===== config.mk =====
export PLATFORM = sky130hd
export DESIGN_NAME = stopwatch_core
export DESIGN_NICKNAME = d
export VERILOG_FILES = /design/src/rtl/stopwatch_core_pkg.sv /design/src/rtl/stopwatch_core_strobe_gen.sv /design/src/rtl/stopwatch_core.sv
export SDC_FILE = /design/constraint.sdc
export NUM_CORES = 1
export LEC_CHECK = 0
export CORE_MARGIN = 4
export CORE_UTILIZATION = 56
export DETAILED_ROUTE_END_ITERATION = 6
export PLACE_DENSITY = 0.73
export SLEW_MARGIN = 0
export SYNTH_ARGS = -nofsm -noshare
export SYNTH_HDL_FRONTEND = slang
export SYNTH_HIERARCHICAL = 1
export SYNTH_SLANG_ARGS = --single-unit

===== constraint.sdc =====
create_clock -name clk -period 2.65 [get_ports clk]
set_input_delay 0.53 -clock clk [delete_from_list [all_inputs] [get_ports clk]]
set_output_delay 0.53 -clock clk [all_outputs]
set_load 0.05 [all_outputs]

===== src/rtl/stopwatch_core_pkg.sv =====
// Shared types and constants for the minutes:seconds stopwatch.
// The mode is decoded from the adj, en and sel inputs.
package stopwatch_core_pkg;

  localparam int FIELD_W = 6;
  localparam logic [FIELD_W-1:0] SEC_MAX = 6'd59;
  localparam logic [FIELD_W-1:0] MIN_MAX = 6'd59;

  typedef enum logic [1:0] {
    MODE_RUN     = 2'd0,
    MODE_PAUSE   = 2'd1,
    MODE_ADJ_SEC = 2'd2,
    MODE_ADJ_MIN = 2'd3
  } mode_e;

  // adj dominates: en is irrelevant while adjusting, sel is irrelevant while running.
  function automatic mode_e decode_mode(input logic en, input logic adj, input logic sel);
    if (adj) return sel ? MODE_ADJ_MIN : MODE_ADJ_SEC;
    return en ? MODE_RUN : MODE_PAUSE;
  endfunction

  function automatic logic [FIELD_W-1:0] wrap_inc(input logic [FIELD_W-1:0] v,
                                                  input logic [FIELD_W-1:0] max_v);
    return (v == max_v) ? '0 : v + 1'b1;
  endfunction

endpackage


===== src/rtl/stopwatch_core_strobe_gen.sv =====
// Prescaler: counts 0..DIV-1 while adv is high and pulses strobe on the last count.
// clr wins over adv and forces the count back to 0.
module strobe_gen #(
  parameter int DIV = 4
) (
  input  logic clk,
  input  logic rst,
  input  logic clr,
  input  logic adv,
  output logic strobe
);

  localparam int CW = (DIV > 1) ? $clog2(DIV) : 1;
  localparam logic [CW-1:0] LAST = CW'(DIV - 1);

  logic [CW-1:0] cnt_q, cnt_d;

  always_comb begin
    strobe = adv && !clr && (cnt_q == LAST);
    cnt_d  = cnt_q;
    if (clr)
      cnt_d = '0;
    else if (adv)
      cnt_d = (cnt_q == LAST) ? '0 : cnt_q + 1'b1;
  end

  always_ff @(posedge clk) begin
    if (rst)
      cnt_q <= '0;
    else
      cnt_q <= cnt_d;
  end

endmodule


===== src/rtl/stopwatch_core.sv =====
// MM:SS stopwatch: runs at the tick rate, steps one field at the adjust rate,
// and emits a free-running blink square wave for the display driver.
module stopwatch_core
  import stopwatch_core_pkg::*;
#(
  parameter int TICK_DIV  = 100_000_000,
  parameter int ADJ_DIV   = 50_000_000,
  parameter int BLINK_DIV = 25_000_000
) (
  input  logic               clk,
  input  logic               rst,
  input  logic               en,
  input  logic               adj,
  input  logic               sel,
  output logic [FIELD_W-1:0] minutes,
  output logic [FIELD_W-1:0] seconds,
  output logic               tick,
  output logic               blink
);

  mode_e mode;
  logic  tick_stb, adj_stb, blink_stb;
  logic  run_adv;

  logic [FIELD_W-1:0] min_q, min_d;
  logic [FIELD_W-1:0] sec_q, sec_d;
  logic               tick_q, tick_d;
  logic               blink_q, blink_d;

  assign mode    = decode_mode(en, adj, sel);
  assign run_adv = (mode == MODE_RUN);

  // Tick phase survives a pause but restarts from 0 after any adjust session.
  strobe_gen #(.DIV(TICK_DIV)) u_tick (
    .clk(clk), .rst(rst), .clr(adj), .adv(run_adv), .strobe(tick_stb)
  );

  strobe_gen #(.DIV(ADJ_DIV)) u_adj (
    .clk(clk), .rst(rst), .clr(!adj), .adv(adj), .strobe(adj_stb)
  );

  strobe_gen #(.DIV(BLINK_DIV)) u_blink (
    .clk(clk), .rst(rst), .clr(1'b0), .adv(1'b1), .strobe(blink_stb)
  );

  always_comb begin
    min_d   = min_q;
    sec_d   = sec_q;
    tick_d  = 1'b0;
    blink_d = blink_q ^ blink_stb;
    case (mode)
      MODE_RUN: begin
        if (tick_stb) begin
          tick_d = 1'b1;
          sec_d  = wrap_inc(sec_q, SEC_MAX);
          if (sec_q == SEC_MAX)
            min_d = wrap_inc(min_q, MIN_MAX);
        end
      end
      // Adjust steps never carry into the other field.
      MODE_ADJ_SEC: if (adj_stb) sec_d = wrap_inc(sec_q, SEC_MAX);
      MODE_ADJ_MIN: if (adj_stb) min_d = wrap_inc(min_q, MIN_MAX);
      default: ;
    endcase
  end

  always_ff @(posedge clk) begin
    if (rst) begin
      min_q   <= '0;
      sec_q   <= '0;
      tick_q  <= 1'b0;
      blink_q <= 1'b0;
    end else begin
      min_q   <= min_d;
      sec_q   <= sec_d;
      tick_q  <= tick_d;
      blink_q <= blink_d;
    end
  end

  assign minutes = min_q;
  assign seconds = sec_q;
  assign tick    = tick_q;
  assign blink   = blink_q;

endmodule


==> results.txt, run 1 <==
Status -> complete, no violations
Sequential area share after synthesis -> 40.09%
First-pass GRT wire length -> 16.61 mm
Fin. max-slew vios -> 0
Total power -> 2.501 mW
Worst-path fanout max -> 2
Longest Clk Path Bufs -> 2
GPL Wtd Cong -> 0.8467
Initial Utilization -> 58.55%
Final #Nets -> 577
Final Core Density -> 66.55%
HP Class -> reg -> reg
Fmax achieved -> 392.4 MHz
CTS Root Cell -> clkbuf_8
Seq pwr share -> 55.4%
Sink Count -> 92
CP arrival -> 2.85 ns
Relative slew slack -> 59.21%
Hold violation count in the final report -> 0
Setup_tns -> 0 ns
Critical path type -> in -> reg
Htree depth -> 3
Via density -> 5.952
Switch Pwr -> 534.0 uW
Post-route DRC -> 0
Clock Power Share -> 41.9%
Tot GR Track Use -> 20.11%
Die Span Y -> 98.58 um
IR drop worst, VDD -> 0.0002998 V
# hold bufs at CTS -> 0
Initial antenna violation count -> 0
Yosys warning total -> 6
Via Count -> 4006
Most common cell after layout, fill and taps aside -> dfxtp_1
Grt ovf -> 0
Unrepaired setup endpoints after global routing -> no
Syn-to-layout area delta -> 13.67%
Least-Margin Pin Slew -> 0.6033 ns
Startpoint Class -> primary input
EDFF count, synth -> 0
Power Density -> 478.9 mW/mm2
Tcrit/Tclk final -> 96.15%
Synth Register Bits -> 92
Die ar. -> 0.009717 mm2
Overall die width -> 98.58 um
Total Wirelength -> 9.422 mm
# port buffers -> 18
Inserted Diodes -> 0
TritonCTS clock tree -> done
Post-CTS setup buffer count -> 0
Initial DRC Count -> 168
Inserted Clock Buffers -> 9
Async set or reset register ratio after synthesis -> 0%
Synthesized instance count -> 529
Syn avg cell area -> 8.685 um2
Largest net degree at the start of global routing -> 26
Commonest cells after routing, fill and taps aside -> 92 x dfxtp_1, 55 x nor2_1, 41 x a21oi_1, 37 x nand2_1, 29 x nand3_1
Mapped Area -> 0.004594 mm2
DP HPWL -> 6.774 mm
Clk_skew -> 0.01295 ns
Logic gate share of total power -> 2.6%
Vias in the first global route -> 3742
Clock slew at reported path FFs -> 0.09 ns
Core area -> 0.007848 mm2
Sw Share -> 21.35%
Leak pwr -> 1.680 nW
Worst-Skew Late Latency -> 0.36 ns
Standard-cell row count -> 32
Min Tclk post-route -> 2.548 ns
Req. time, crit path -> 2.95 ns
Drt pass-1 iters -> 5
Max-cap violations -> 0
Num ports -> 19
Wire length per cell -> 14.00 um
Final setup viols -> 0
Share of layout cells above drive strength 1 -> 11.21%
Post-synthesis cell type count -> 54
Post-route ant nets -> 0
CP endpoint kind -> flop
Power Internal -> 1.967 mW
Main flop type after synthesis -> dfxtp_1
[metrics by stage]
step | cells | setup slack [ns] | area, um2 | hold WS, ns
final | 673 | 0.1019 | 5223 | 0.4901
after global routing | 673 | 0.02152 | 5223 | 0.5192
after CTS | 673 | 0.1382 | 5215 | 0.4930
after detailed placement | 657 | -0.2236 | 4991 | 0.4779
after global placement | 657 | -0.1518 | 4991 | 0.4630
after floorplan | 530 | 0.2908 | 4598 | 0.4471
[cell usage after synthesis, types with 2 or more instances]
cell type,number,area [um2]
xnor2_1,25,219.0
nand4_2,4,50.05
inv_1,10,37.54
or4_4,4,45.04
ha_1,6,75.07
xor2_1,16,140.1
nand4b_1,2,17.52
buf_4,4,30.03
o31ai_1,14,105.1
nor2b_1,3,18.77
mux2i_1,4,40.04
a311oi_1,4,35.03
nand4_4,3,63.81
or4_1,15,112.6
nand2_1,37,138.9
and3_1,9,56.30
conb_1,2,7.510
nand3_1,29,145.1
nor2_1,55,206.5
nand3b_1,7,52.55
and4_1,9,78.83
or3_1,22,137.6
dfxtp_1,92,1842
and2_1,5,31.28
clkbuf_1,4,15.01
o21ai_0,23,115.1
buf_6,4,45.04
nor4b_1,4,35.03
nand3_2,2,20.02
nand4_1,20,125.1
nor4_1,9,56.30
buf_2,8,40.04
nor3_1,13,65.06
a21oi_1,41,205.2
[kinds of logic after synthesis]
family	synth area share, %
buf+inv	3.649
mux	0.8715
compound gates	12.83
flops	40.09
simple gates	32.95
other cells	0.1635
fa+ha+maj	1.634
xor+xnor	7.816
[area by class of cell]
class                      instances  area [um2]
clock buffer                      10       137.6
clock inverter                     6       86.33
fill                             683        2625
inverter                          10       37.54
multi-input combinational        408        2596
sequential                        92        1842
tap                              102       127.6
timing repair buffer              45       395.4
[repair_timing]
| item | in CTS | in global routing |
|---|---|---|
| endpoints found under the hold margin | 0 | 0 |
| gates resized for setup | 0 | 1 |
| endpoints found under the setup margin | 0 | 1 |
[path summary, 6_finish.rpt]
check	startpoint	endpoint	slack (ns)	depth (start not counted)
hold / removal	u_adj/cnt_q[25]	u_adj/cnt_q[25]	0.49	2
hold reg to reg	u_adj/cnt_q[25]	u_adj/cnt_q[25]	0.49	2
setup / recovery	en	minutes[5]	0.10	10
setup reg to reg	u_tick/cnt_q[17]	minutes[5]	0.23	7
[flip-flops by register name, indices dropped and copies added, names as in the netlist]
name           cells
u_tick/cnt_q      27
seconds            6
u_adj/cnt_q       26
tick               1
minutes            6
blink              1
u_blink/cnt_q     25
[critical path: stages]
cell	delay, ns
clkdlybuf4s50_1	0.48
nor2b_1	0.19
nand4_1	0.10
nor3_1	0.21
and4_1	0.23
and3b_1	0.19
nand4b_1	0.12
o21a_1	0.20
or4_1	0.46
a21oi_1	0.12
[metal layers]
metal | vias to the layer above | routed length, um | part of all wire (%) | global-route usage (%)
li1 | 2025 | - | - | -
met1 | 1913 | 4244 | 45 | 24.49
met2 | 57 | 4796 | 51 | 35.36
met3 | 11 | 284 | 3.0 | 4.459
met4 | 0 | 97 | 1.0 | 6.197
met5 | - | 0 | 0 | 0
[power by group through the flow]
stage	combinational (mW)	sequential, mW	clock [mW]
6_report	0.0659	1.39	1.05
5_1_grt	0.0727	1.39	1.14
4_1_cts	0.0659	1.39	1.08
3_5_place_dp	0.0659	1.42	0
3_3_place_gp	0.0646	1.42	0
2_1_floorplan	0.0418	1.42	0
(Power assumes the default switching activity.)
==> run 2: changes to the inputs <==
Settings changed: ABC_AREA from default to 1, SLEW_MARGIN 0 to 10.
==> results.txt, run 2 <==
EDFF count, synth -> 0
Largest register by flop count -> u_tick/cnt_q
TritonCTS clock tree -> done
Fin. max-slew vios -> 0
Post-synthesis cell type count -> 39
Via density -> 5.052
Yosys warning total -> 6
Req. time, crit path -> 2.91 ns
Count leader, synth -> nand2_1
Max-cap violations -> 0
Die Span Y -> 106.4 um
R2R Path Start -> u_tick/cnt_q[14]
Critical path type -> in -> reg
Worst-Skew Late Latency -> 0.36 ns
Clock slew at reported path FFs -> 0.10 ns
Critical Path Source -> adj
Max reg flops -> 27
Main flop type after synthesis -> dfxtp_1
GPL Wtd Cong -> 0.9785
Mapped Area -> 0.005425 mm2
Mux cell area share after synthesis -> 0.5535%
Post-route ant nets -> 0
Filler Cells Inserted -> 864
IR drop worst, VDD -> 0.0001971 V
Wire length per cell -> 11.84 um
Area of the multi-input gates -> 0.003124 mm2
Drt pass-1 iters -> 4
# port buffers -> 18
Inserted Diodes -> 0
Worst-path fanout max -> 6
Area occupied by registers -> 0.001842 mm2
Resize count post-CTS -> 0
Xor and xnor area share after synthesis -> 3.875%
Dpl cells -> 972
Ordered cell list for the critical path -> clkdlybuf4s50_1 > nand4_1 > nor2_1 > nand3_2 > nor2_1 > nand3b_1 > nand2_2 > nand2_4 > inv_2 > o21ai_0 > and3_1
Die ar. -> 0.01133 mm2
Final std cells w/o fill -> 988
Grt ovf -> 0
Area after DPL -> 0.005778 mm2
Relative slew slack -> 66.63%
Leading area contributor after synthesis -> dfxtp_1
Slowest cell on crit path -> clkdlybuf4s50_1
Synth top cells by count -> 181 x nand2_1, 170 x nor2_1, 95 x inv_1
Unrepaired setup endpoints after global routing -> no
Vias in the first global route -> 4825
Initial Utilization -> 58.16%
Async set or reset register ratio after synthesis -> 0%
Inserted Clock Buffers -> 9
Synthesized instance count -> 821
Min Tclk post-route -> 2.210 ns
Most common cell after layout, fill and taps aside -> nand2_1
Sink Count -> 92
Least-Margin Pin Slew -> 0.4989 ns
Post-CTS setup buffer count -> 0
Syn-to-layout area delta -> 9.940%
Final setup viols -> 0
Most Frequent Cell on Critical Path -> nor2_1
Num ports -> 19
Overall die width -> 106.4 um
Status -> complete, no violations
CP arrival -> 2.47 ns
Setup_tns -> 0 ns
Tot GR Track Use -> 21.85%
Longest Clk Path Bufs -> 2
Initial DRC Count -> 321
Main combinational cell family by area after synthesis -> simple AND/OR/NAND/NOR gates
Area contributors post-synth -> dfxtp_1 34%, nand2_1 13%, nor2_1 12%
Design Area, Final -> 0.005964 mm2
Core area -> 0.009328 mm2
Largest net degree at the start of global routing -> 16
Standard-cell row count -> 35
Hold_sp -> u_adj/cnt_q[0]
Post-Synth Simple-Gate Area -> 46.70%
DP HPWL -> 8.928 mm
Hold violation count in the final report -> 0
Via Count -> 4991
Synth Register Bits -> 92
CTS Root Cell -> clkbuf_8
First-pass GRT wire length -> 20.78 mm
Yosys top cell area share -> 33.95%
Htree depth -> 3
Post-Synth Adder-Cell Area -> 1.384%
Total power -> 2.464 mW
CP endpoint kind -> flop
Leak pwr -> 2.302 nW
Biggest regs -> u_tick/cnt_q: 27 flops, u_adj/cnt_q: 26 flops, u_blink/cnt_q: 25 flops
Commonest cells after routing, fill and taps aside -> 181 x nand2_1, 170 x nor2_1, 95 x inv_1, 92 x dfxtp_1, 65 x nand3_1
Post-route DRC -> 0
Synth Area in Compound Gates -> 4.797%
Critical Path Max Stage Delay -> 0.66 ns
Final #Nets -> 865
Syn avg cell area -> 6.608 um2
HP Class -> reg -> reg
# hold bufs at CTS -> 0
Share of layout cells above drive strength 1 -> 13.15%
Initial antenna violation count -> 0
Startpoint Class -> primary input
Fmax achieved -> 452.6 MHz
Clk_skew -> 0.01644 ns
Power Density -> 413.0 mW/mm2
Total Wirelength -> 11.70 mm
Sequential area share after synthesis -> 33.95%
Tcrit/Tclk final -> 83.38%
run 2: worst max-delay path, delay by kind of cell:
| family | cells | cell delay, ns |
|---|---|---|
| buffers and inverters | 2 | 0.74 |
| AND/OR/NAND/NOR | 8 | 1.13 |
| AO/OA/AOI/OAI | 1 | 0.07 |
run 2: cell type report:
type	instances	area share (%)
Clock buffer	11	2.538
Tap cell	129	2.706
Multi-Input combinational cell	617	52.38
Clock inverter	5	0.5874
Inverter	108	6.881
Sequential cell	92	30.88
Timing Repair Buffer	26	4.028
run 2: cells by family (layout without fill, tap and decap cells):
group / count (synthesis) / count (layout)
xor+xnor: 24 / 24
flops: 92 / 92
buf+inv: 114 / 150
other cells: 2 / 4
simple gates: 532 / 532
compound gates: 48 / 48
mux: 3 / 3
fa+ha+maj: 6 / 6
run 2: final timing paths:
path / cells after the start / slack, ns / end
worst max-delay path: 11 / 0.44 / seconds[3]
worst min-delay path: 2 / 0.51 / u_adj/cnt_q[0]
worst max register to register: 14 / 0.61 / minutes[1]
worst min register to register: 2 / 0.51 / u_adj/cnt_q[0]
run 2: power by group:
part / switching [mW] / leakage, nW / total [mW] / internal [mW]
registers: 0.0107 / 0.742 / 1.40 / 1.39
clock network: 0.510 / 0.0957 / 0.905 / 0.395
logic: 0.106 / 1.46 / 0.158 / 0.0513
total: 0.627 / 2.30 / 2.46 / 1.84
run 2: layer usage:
metal  global-route usage (%)  up-vias  wire [um]
met5                        0        -          0
met4                    7.580        0        152
met3                    2.854       14        417
met2                    37.92       80       5616
met1                    27.90     2270       5514
li1                         -     2627          -
run 2: metrics by stage:
| stage | utilization (%) | worst slack, ns | hold slack (ns) |
|---|---|---|---|
| floorplan | - | 0.6487 | 0.4728 |
| global placement | 61.94 | 0.1147 | 0.4896 |
| detailed placement | 61.94 | 0.07479 | 0.4989 |
| CTS | 63.94 | 0.4631 | 0.5139 |
| global route | 63.94 | 0.2569 | 0.5341 |
| finish | 63.94 | 0.4403 | 0.5139 |
==> run 3: changes to the inputs <==
Settings changed: PLACE_DENSITY 0.73 to 0.76.
Clock period 2.65 ns to 2 ns, I/O delays scaled along.
==> results.txt, run 3 (synthesis gave the netlist of run 2 again) <==
Status -> complete, no violations
Grt ovf -> 0
# port buffers -> 18
Share of layout cells above drive strength 1 -> 16.93%
Die ar. -> 0.01133 mm2
Worst r2r path cells -> 13
Num ports -> 19
Commonest cells after routing, fill and taps aside -> 180 x nand2_1, 166 x nor2_1, 92 x inv_1, 87 x dfxtp_1, 65 x nand3_1
Drt pass-1 iters -> 4
Area of the multi-input gates -> 0.003166 mm2
Syn-to-layout area delta -> 13.81%
Relative slew slack -> 65.64%
Via density -> 5.067
Clk_skew -> 0.01279 ns
Biggest regs -> u_tick/cnt_q: 27 flops, u_adj/cnt_q: 26 flops, u_blink/cnt_q: 25 flops
Core area -> 0.009328 mm2
Design Area, Final -> 0.006175 mm2
DP HPWL -> 9.208 mm
Power Density -> 527.4 mW/mm2
Vias in the first global route -> 4925
Longest Clk Path Bufs -> 2
Die Span Y -> 106.4 um
Startpoint Class -> flop
Final Core Density -> 66.20%
Slowest cell on crit path -> clkdlybuf4s50_1
R2R Path Start -> u_adj/cnt_q[1]
Hold Slack -> 0.5090 ns
Hold violation count in the final report -> 0
Initial DRC Count -> 237
Initial Utilization -> 58.16%
Inserted Diodes -> 0
Sink Count -> 92
Wire length per cell -> 11.91 um
Final #Nets -> 886
Max reg flops -> 27
Inserted Clock Buffers -> 9
CP top delay family -> buffers and inverters
Hold_sp -> u_adj/cnt_q[14]
Standard-cell row count -> 35
HP Class -> reg -> reg
Min Tclk post-route -> 1.924 ns
Total power -> 3.256 mW
Tot GR Track Use -> 22.35%
Max-cap violations -> 0
IR drop worst, VDD -> 0.0004097 V
Critical path type -> reg -> out
GPL Wtd Cong -> 0.9111
Worst-path fanout max -> 1
Clock slew at reported path FFs -> 0.09 ns
Area occupied by registers -> 0.001848 mm2
CP endpoint kind -> output pin
CP Buf/Inv Count -> 1
Least-Margin Pin Slew -> 0.5138 ns
Cells on Worst Hold Path -> 2
Critical Path Max Stage Delay -> 0.82 ns
CTS Root Cell -> clkbuf_8
Tcrit/Tclk final -> 96.18%
Ordered cell list for the critical path -> clkdlybuf4s50_1
Overall die width -> 106.4 um
Area after DPL -> 0.005931 mm2
Post-route DRC -> 0
Final setup viols -> 0
Most common cell after layout, fill and taps aside -> nand2_1
Req. time, crit path -> 1.60 ns
Fmax achieved -> 519.9 MHz
Htree depth -> 3
Post-route ant nets -> 0
Fin. max-slew vios -> 0
Leak pwr -> 2.497 nW
Total Wirelength -> 12.02 mm
Largest register by flop count -> u_tick/cnt_q
Initial antenna violation count -> 0
Via Count -> 5113
TritonCTS clock tree -> done
CP arrival -> 1.52 ns
First-pass GRT wire length -> 21.31 mm
Setup_tns -> 0 ns
RR Endpoint -> seconds[3]
R2R setup slack -> 0.12 ns
Hold EP -> u_adj/cnt_q[14]
Largest net degree at the start of global routing -> 15
Filler Cells Inserted -> 841
Worst-Skew Late Latency -> 0.36 ns
[run 3: layout make-up]
cell class | count | share of cell area, %
clock buffer | 12 | 2.513
inverter | 108 | 6.687
tap | 129 | 2.614
timing repair buffer | 47 | 6.606
multi-input combinational | 617 | 51.27
clock inverter | 4 | 0.3850
sequential | 92 | 29.93
[run 3: what timing repair did]
item | in CTS | in global routing
buffers inserted | 0 | 2
endpoints found under the setup margin | 9 | 14
pin swaps | 0 | 11
gates resized for setup | 9 | 23
cloned | 0 | 0
hold buffers | 0 | 0
[run 3: per-stage QoR]
stage | cells | worst slack [ns]
4_1_cts | 1007 | 0.001141
3_3_place_gp | 991 | -0.2935
6_report | 1009 | 0.07648
3_5_place_dp | 991 | -0.3433
5_1_grt | 1009 | -0.0009086
2_1_floorplan | 823 | 0.1287
[run 3: layer usage]
layer  share of wire (%)  GRT usage (%)
met4                 1.6          7.580
met1                  46          28.17
met3                 3.8          3.097
met2                  49          39.19
met5                   0              0
[run 3: worst reg2reg max path, stage by stage, from the launching register on]
cell and delay [ns]:
dfxtp_2 0.36, ha_1 0.14, nand3_1 0.11, inv_1 0.12
nand2_1 0.09, nor2_2 0.11, nand3_2 0.11, nor2_4 0.13
nand3b_1 0.11, nand2_2 0.10, nand2_4 0.07, inv_2 0.09
o21ai_0 0.08, and3_1 0.16
[run 3: worst max-delay path by stage]
stage,start,end,depth (start not counted)
detailed placement,adj,minutes[4],17
floorplan,en,minutes[2],16
global route,adj,minutes[4],17
CTS,minutes[4],minutes[4],1
finish,tick,tick,1
global placement,adj,minutes[2],16
[run 3: power by group]
group	internal [mW]	total, mW	switching, mW
clock	0.517	1.17	0.657
combinational	0.0770	0.226	0.149
sequential	1.84	1.86	0.0139
